--- src/rtl/gate_window_scheduler_pkg.sv ---
// rtl/gate_window_scheduler_pkg.sv - shared types and constants for the gate window scheduler
package gate_window_scheduler_pkg;

    localparam int CNT_W_DEF  = 64;
    localparam int PER_W_DEF  = 32;
    localparam int MIN_PERIOD = 2;

    typedef enum logic [1:0] {
        ST_IDLE,
        ST_PRIME,
        ST_RUN,
        ST_DRAIN
    } state_e;

endpackage

--- src/rtl/gate_window_scheduler_sample_holding_reg.sv ---
// rtl/gate_window_scheduler_sample_holding_reg.sv - valid/ready output register with overwrite and overrun flag
//   clk, rst         : clock, synchronous active-high reset
//   capture_i        : load capture_data_i this cycle
//   capture_data_i   : value to hold
//   ready_i          : downstream accepts when valid_o && ready_i
//   clear_overrun_i  : clears the sticky overrun flag
//   sample_o         : held value
//   valid_o          : held value not yet consumed
//   overrun_o        : sticky, a capture replaced an unconsumed value
module sample_holding_reg #(
    parameter int W = 64
) (
    input  logic         clk,
    input  logic         rst,
    input  logic         capture_i,
    input  logic [W-1:0] capture_data_i,
    input  logic         ready_i,
    input  logic         clear_overrun_i,
    output logic [W-1:0] sample_o,
    output logic         valid_o,
    output logic         overrun_o
);

    logic [W-1:0] sample_q;
    logic         valid_q;
    logic         overrun_q;

    always_ff @(posedge clk) begin
        if (rst) begin
            sample_q  <= '0;
            valid_q   <= 1'b0;
            overrun_q <= 1'b0;
        end else begin
            // A landing capture wins over a same-cycle consume: valid stays high.
            if (capture_i) begin
                sample_q <= capture_data_i;
                valid_q  <= 1'b1;
            end else if (valid_q && ready_i) begin
                valid_q <= 1'b0;
            end

            if (capture_i && valid_q && !ready_i) begin
                overrun_q <= 1'b1;
            end else if (clear_overrun_i) begin
                overrun_q <= 1'b0;
            end
        end
    end

    assign sample_o  = sample_q;
    assign valid_o   = valid_q;
    assign overrun_o = overrun_q;

endmodule

--- src/rtl/gate_window_scheduler.sv ---
// rtl/gate_window_scheduler.sv - sequences a shared event counter into fixed-length measurement windows
//   clk, rst                  : clock, synchronous active-high reset
//   start, stop, continuous   : control; mode and period latched at start
//   period                    : window length in cycles (values below 2 act as 2)
//   event_in                  : raw event, one count per high cycle
//   cnt_out                   : counter result, valid one cycle after cnt_trigger
//   cnt_increment, cnt_trigger: strobes to the counter
//   sample, sample_valid, sample_ready : captured window count and handshake
//   busy, overrun, event_lost : status
module gate_window_scheduler
    import gate_window_scheduler_pkg::*;
#(
    parameter int CNT_W = CNT_W_DEF,
    parameter int PER_W = PER_W_DEF
) (
    input  logic             clk,
    input  logic             rst,
    input  logic             start,
    input  logic             stop,
    input  logic             continuous,
    input  logic [PER_W-1:0] period,
    input  logic             event_in,
    input  logic [CNT_W-1:0] cnt_out,
    output logic             cnt_increment,
    output logic             cnt_trigger,
    output logic [CNT_W-1:0] sample,
    output logic             sample_valid,
    input  logic             sample_ready,
    output logic             busy,
    output logic             overrun,
    output logic             event_lost
);

    state_e           state_q, state_d;
    logic [PER_W-1:0] timer_q, timer_d;
    logic [PER_W-1:0] per_q, per_d;
    logic             cont_q, cont_d;
    logic             stop_pend_q, stop_pend_d;
    logic             arm_q;
    logic             lost_q;

    logic             run_trig;
    logic             start_acc;
    logic [PER_W-1:0] per_eff;

    assign per_eff = (period < PER_W'(MIN_PERIOD)) ? PER_W'(MIN_PERIOD) : period;

    always_comb begin
        state_d       = state_q;
        timer_d       = timer_q;
        per_d         = per_q;
        cont_d        = cont_q;
        stop_pend_d   = stop_pend_q;
        cnt_increment = 1'b0;
        cnt_trigger   = 1'b0;
        run_trig      = 1'b0;
        start_acc     = 1'b0;

        case (state_q)
            ST_IDLE: begin
                if (start) begin
                    per_d       = per_eff;
                    cont_d      = continuous;
                    stop_pend_d = 1'b0;
                    start_acc   = 1'b1;
                    state_d     = ST_PRIME;
                end
            end
            ST_PRIME: begin
                // Clears the counter; its output this time is stale and never captured.
                cnt_trigger = 1'b1;
                timer_d     = per_q - PER_W'(1);
                state_d     = ST_RUN;
            end
            ST_RUN: begin
                if (stop) begin
                    stop_pend_d = 1'b1;
                end
                if (timer_q != '0) begin
                    cnt_increment = event_in;
                    timer_d       = timer_q - PER_W'(1);
                end else begin
                    cnt_trigger = 1'b1;
                    run_trig    = 1'b1;
                    if (cont_q && !stop_pend_q) begin
                        timer_d = per_q - PER_W'(1);
                    end else begin
                        state_d = ST_DRAIN;
                    end
                end
            end
            ST_DRAIN: begin
                state_d = ST_IDLE;
            end
            default: begin
                state_d = ST_IDLE;
            end
        endcase
    end

    always_ff @(posedge clk) begin
        if (rst) begin
            state_q     <= ST_IDLE;
            timer_q     <= '0;
            per_q       <= '0;
            cont_q      <= 1'b0;
            stop_pend_q <= 1'b0;
            arm_q       <= 1'b0;
            lost_q      <= 1'b0;
        end else begin
            state_q     <= state_d;
            timer_q     <= timer_d;
            per_q       <= per_d;
            cont_q      <= cont_d;
            stop_pend_q <= stop_pend_d;
            // Counter output is valid the cycle after a RUN trigger; arm the capture for then.
            arm_q       <= run_trig;
            lost_q      <= run_trig & event_in;
        end
    end

    sample_holding_reg #(
        .W(CNT_W)
    ) u_hold (
        .clk            (clk),
        .rst            (rst),
        .capture_i      (arm_q),
        .capture_data_i (cnt_out),
        .ready_i        (sample_ready),
        .clear_overrun_i(start_acc),
        .sample_o       (sample),
        .valid_o        (sample_valid),
        .overrun_o      (overrun)
    );

    assign busy       = (state_q != ST_IDLE);
    assign event_lost = lost_q;

endmodule

--- config.mk ---
export PLATFORM = sky130hd
export DESIGN_NAME = gate_window_scheduler
export DESIGN_NICKNAME = d
export VERILOG_FILES = /design/src/rtl/gate_window_scheduler_pkg.sv /design/src/rtl/gate_window_scheduler_sample_holding_reg.sv /design/src/rtl/gate_window_scheduler.sv
export SDC_FILE = /design/constraint.sdc
export NUM_CORES = 1
export LEC_CHECK = 0
export BUFFER_PORTS_ARGS = -buffer_cell sky130_fd_sc_hd__buf_2
export CAP_MARGIN = 20
export CORE_UTILIZATION = 35
export CTS_CLUSTER_DIAMETER = 100
export DETAILED_ROUTE_END_ITERATION = 7
export HOLD_SLACK_MARGIN = 0.15
export REMOVE_ABC_BUFFERS = 1
export SYNTH_ARGS = -nofsm -noshare
export SYNTH_HDL_FRONTEND = slang
export SYNTH_SLANG_ARGS = --single-unit
--- constraint.sdc ---
create_clock -name clk -period 3.66 [get_ports clk]
set_input_delay 0.366 -clock clk [delete_from_list [all_inputs] [get_ports clk]]
set_output_delay 0.366 -clock clk [all_outputs]
set_load 0.02 [all_outputs]
Word level (Yosys, flattened, before mapping). Index checks and enable logic that the tools add are counted.

Eq/ne operators: 8. Bitwise operators: 1. Order comparisons: 1. Reductions and logical operators: 17. Multiplexer cells: 22. $mul: 0. Shift operators: 0. $add $sub $neg: 2. Div/mod/pow operators: 0.

Operator list (count): 32-bit 2-to-1 mux (3); 32-bit one-hot mux with 2 select lines (1); 32-bit by 1-bit subtractor with 32-bit output (second input constant) (2); 32-bit by 2-bit less-than comparator with 1-bit output (second input constant) (1); 32-bit nonzero test (1); 1-bit 2-to-1 mux (12); 2-bit nonzero test (5); 2-bit inequality test (second input constant) (4); 2-bit one-hot mux with 4 select lines (1); 2-bit 2-to-1 mux (3); 3-bit AND reduction (2); 2-bit equality test (second input constant) (2); 1-bit logical AND (4); 1-bit one-hot mux with 2 select lines (2); 2-bit AND reduction (2); 3-bit inequality test (second input constant) (1); 2-bit by 1-bit equality test with 1-bit output (second input constant) (1); 1-bit zero test (2); 2-bit zero test (1); 1-bit AND (1).

Bits in latches: 0. Output and inout port bits: 70. RAM bits: 0. Bits in registers: 136. Bits of input ports: 103. Logic and storage cells: 61. Memories: 0. ROM bits: 0.

Logic depth before layout (Yosys ltp).
Depth after elaboration: 5. Gate-level depth with buffers: 10. Mapped depth without buffers: 9.

Cells and area by module. Synthesis repeated with hierarchy kept, for this count alone.

Cells, all modules: 771. Area total of the unflattened synthesis: 6630.1 µm².

Modules (own cells, without submodules): gate_window_scheduler (instances 1, cells each 558, seq. area each 1401.3 µm², area an instance 4247.8 µm²); sample_holding_reg (instances 1, cells each 213, seq. area each 1321.3 µm², area an instance 2382.3 µm²).

Least setup slack after synthesis. OpenSTA, ideal clock, no wires.

Path kind: register to output. Start point: reg timer_q[0]. End point: out cnt_increment. Data arrival time: 1.998 ns. Required time: 3.294 ns. Cell stages (with the launch flop): 9. Buffers on the path: 2. Slack: 1.296 ns. Cell sequence: dfxtp_1 inv_1 ha_1 nor4b_1 nand4_1 o31a_1 clkbuf_1 clkbuf_1 and2_1.

Longest elaborated chain between the ends: 3.

Ends and longest elaborated chain: start: declaration (line gate_window_scheduler.sv:35) `logic [PER_W-1:0] timer_q, timer_d;`; start signal: assignment (line gate_window_scheduler.sv:112) `timer_q <= timer_d;`; 32-bit nonzero test (line gate_window_scheduler.sv:79) `if (timer_q != '0) begin`; 1-bit 2-to-1 mux (line gate_window_scheduler.sv:79); 1-bit 2-to-1 mux (line gate_window_scheduler.sv:59) `case (state_q)`; end: declaration (line gate_window_scheduler.sv:24) `output logic cnt_increment,`.

No other way between the ends.

Worst setup path after layout.
Start point: reg timer_q[0]. End point: out cnt_trigger.

Longest elaborated chain between the ends: 3.

Ends and longest elaborated chain: 32-bit nonzero test (line gate_window_scheduler.sv:79); 1-bit 2-to-1 mux (line gate_window_scheduler.sv:79); 1-bit one-hot mux with 2 select lines (line gate_window_scheduler.sv:59); end: declaration (line gate_window_scheduler.sv:25) `output logic cnt_trigger,`.

No other way between the ends.

==> metrics <==
crit path max fanout 4; multi-input combinational cell area 0.00352 sq mm; clk_lat worst skew around 420 ps; HP Class input port to flip-flop; Longest Clk Path Bufs 2; register area between 0.002 and 0.003 sq mm; RR Endpoint timer_q[20]$_SDFFE_PP0P_; Final period util 0.741; Area contributors post-synth dfxtp_1 (42%), mux2i_1 (10%), nor2_1 (6.0%); WP data required 3290 ps; DR WL/cell 15.4 um; number of global-route vias before repair about 5500; worst-margin pin slew 857 ps; Syn-to-layout area delta 26.0%; Starting Density 0.358; final setup skew about 8.3 ps; Seq/Total Area, Yosys 0.422; Worst Path Arrival between 2000 and 2500 ps; CTS H-tree depth 4; most common cell in the netlist dfxtp_1; initial drt markers 309; first-pass GRT wire length 28.3 mm; Async SR Flop Fraction 0; FILL cells 1801; met2 global-route usage 0.319; GRT Total Usage 0.193; top post-synthesis cells by count dfxtp_1 (136), nor2_1 (104), nand2_1 (98); M3 GR Usage 0.0714; element type at the critical path start flip-flop; Avg Cell Area, Syn about 8.4 sq um; total CTS buffers 17; setup violators final 0; slowest CP cell dfxtp_1; core area roughly 0.018 sq mm; Leak around 3.3 nW; gr busiest metal met2; Slew Viols, Final 0; die area ~0.019 sq mm; R2R Setup Slk 980 ps; grt ovf 0; top cell type's share of synthesized area 0.422; Worst path max stage delay 350 ps; count of final hold-check violations 0; slew margin rel. 0.425; initial antenna violation count 0; most common flop cell mapped by yosys dfxtp_1; Setup CP Type flip-flop to output port; antenna viol nets, final 0; setup ws final about 950 ps; # clock sinks approximately 140; antenna cells 0; vias between 5000 and 6000; reg2reg start per_q[0]$_SDFFE_PP0P_; Synth area leader dfxtp_1; CTS tree done; CP startpoint timer_q[0]$_SDFFE_PP0P_; Post-synth EDFFs 0; CTS resizes 0; Setup TNS 0 ps; clock root buffer clkbuf_16; Mapped Area roughly 0.0065 sq mm; num rows between 40 and 50; Highest Clock Rate 369 MHz; IO Port Bufs 172; DP HPWL roughly 13 mm; Net count, final 1034; DRC violations left 0; Worst VDD drop ~0.00039 V; layout cells sized above 1 0.259; post-route minimum period 2710 ps; Reg clk slew, reported paths ~60 ps; Setup crit end kind output port; max-cap viol count 0; Syn Inst Count 769; I/O pins between 150 and 200; Netlist cell types 62; DR vias/cell 5.04; RePlAce Congestion between 0.7 and 0.8; met1 usage in global routing 0.231; pin count of the biggest net entering global routing 77; die height between 100 and 150 um; status complete, no violations; RSZ-0062 raised after global routing false; crit path cell chain inv_1, ha_1, nor4b_1, nand4_1, nor2_1, a31oi_1, nor2b_1, buf_2; #FFs+latches synth around 140; Pre-antenna DRT Iters 5; Syn. warnings 0; worst reg2reg path depth 8; routed wire length about 18 mm; Worst setup endpoint cnt_trigger; die width roughly 140 um; Setup WS pre-CTS 987 ps; PD cells between 700 and 800 mW/mm^2
where the power goes:
group / internal, W / switching, W
logic: 0.000907 / 0.00161
clock network: 0.00107 / 0.000681
registers: 0.00169 / 0.000258
how the worst min path moves through the flow:
stage                          start                          endpoint  slack, ps  cells past startpoint
6_report                 cnt_out[22]  u_hold.sample_o[22]$_SDFFE_PP0P_        180                      3
5_1_grt                  cnt_out[21]  u_hold.sample_o[21]$_SDFFE_PP0P_        160                      3
4_1_cts                  cnt_out[21]  u_hold.sample_o[21]$_SDFFE_PP0P_        160                      3
3_5_place_dp   per_q[6]$_SDFFE_PP0P_             per_q[6]$_SDFFE_PP0P_        470                      2
3_3_place_gp     cont_q$_SDFFE_PP0P_               cont_q$_SDFFE_PP0P_        460                      2
2_1_floorplan                    rst           state_q[0]$_SDFFE_PP0P_        430                      1
per-layer routing:
metal | vias up | routed length, um
met3 | 15 | 1310
met4 | 0 | 220
li1 | 3008 | -
met1 | 2676 | 7860
met5 | - | 0
met2 | 176 | 8510
final cells by class:
cell class | count | area share
Tap cell | 229 | 0.0352
Inverter | 10 | 0.00461
Clock buffer | 19 | 0.0570
Multi-Input combinational cell | 575 | 0.432
Sequential cell | 136 | 0.335
Clock inverter | 12 | 0.0172
Timing Repair Buffer | 184 | 0.119
worst max-delay path, delay by kind of cell (launching register included):
kind / cells / cell delay [ps]
simple gates: 4 / 940
flops: 1 / 350
compound gates: 1 / 140
buf+inv: 2 / 310
fa+ha+maj: 1 / 190
flip-flops by register name (all words and copies together) (netlist names):
signal	flops
u_hold.sample_o	64
per_q	32
timer_q	32
state_q	2
arm_q	1
cont_q	1
event_lost	1
stop_pend_q	1
u_hold.overrun_o	1
u_hold.valid_o	1
metrics by stage:
stage	hold WS (ps)	power (W)	cells	cell area [sq um]	util
2_1_floorplan	432	0.00378	721	6280	-
3_3_place_gp	458	0.00448	1133	7520	0.417
3_5_place_dp	466	0.00447	1133	7520	0.417
4_1_cts	162	0.00624	1165	8140	0.452
5_1_grt	162	0.00661	1165	8140	0.452
6_report	179	0.00621	1165	8140	0.452
layout by cell type (no fill, tap or decap), types with 4 or more instances in the layout:
cell type  netlist  layout
mux2i_1         65      65
nor4_1          23      23
inv_1           10      10
nand3b_1         5       5
nor2b_1          6       6
o21ai_1          4       4
xnor2_1         13      13
a211oi_1         7       7
dfxtp_1        136     135
nor2_1         104     104
and2_1           5       5
o21ai_0         37      37
buf_4            0      11
xor2_1          13      13
ha_1             7       7
nand4_1          6       6
nor4_2           4       4
nand2_1         98      98
a22oi_1          4       4
a21oi_1         71      71
a31oi_1          5       5
nor3_1          23      23
nand3_1         16      16
or3_1            5       5
buf_2            2     171
clkbuf_16        0      18
nand2b_1         4       4
what timing repair did:
| action | in CTS | in global routing |
|---|---|---|
| endpoints found under the hold margin | 1 | 0 |
| buffers inserted | 0 | 0 |
| hold buffers | 1 | 0 |
kinds of logic after synthesis:
family	Yosys count	share of synthesized area
xor gates and xnor gates	26	0.0353
buffers and inverters	58	0.0341
DFF	136	0.422
adders and majority gates	7	0.0136
AOI/OAI and AO/OA	151	0.140
muxes	65	0.101
and+or+nand+nor	326	0.255
(Power assumes the default switching activity.)
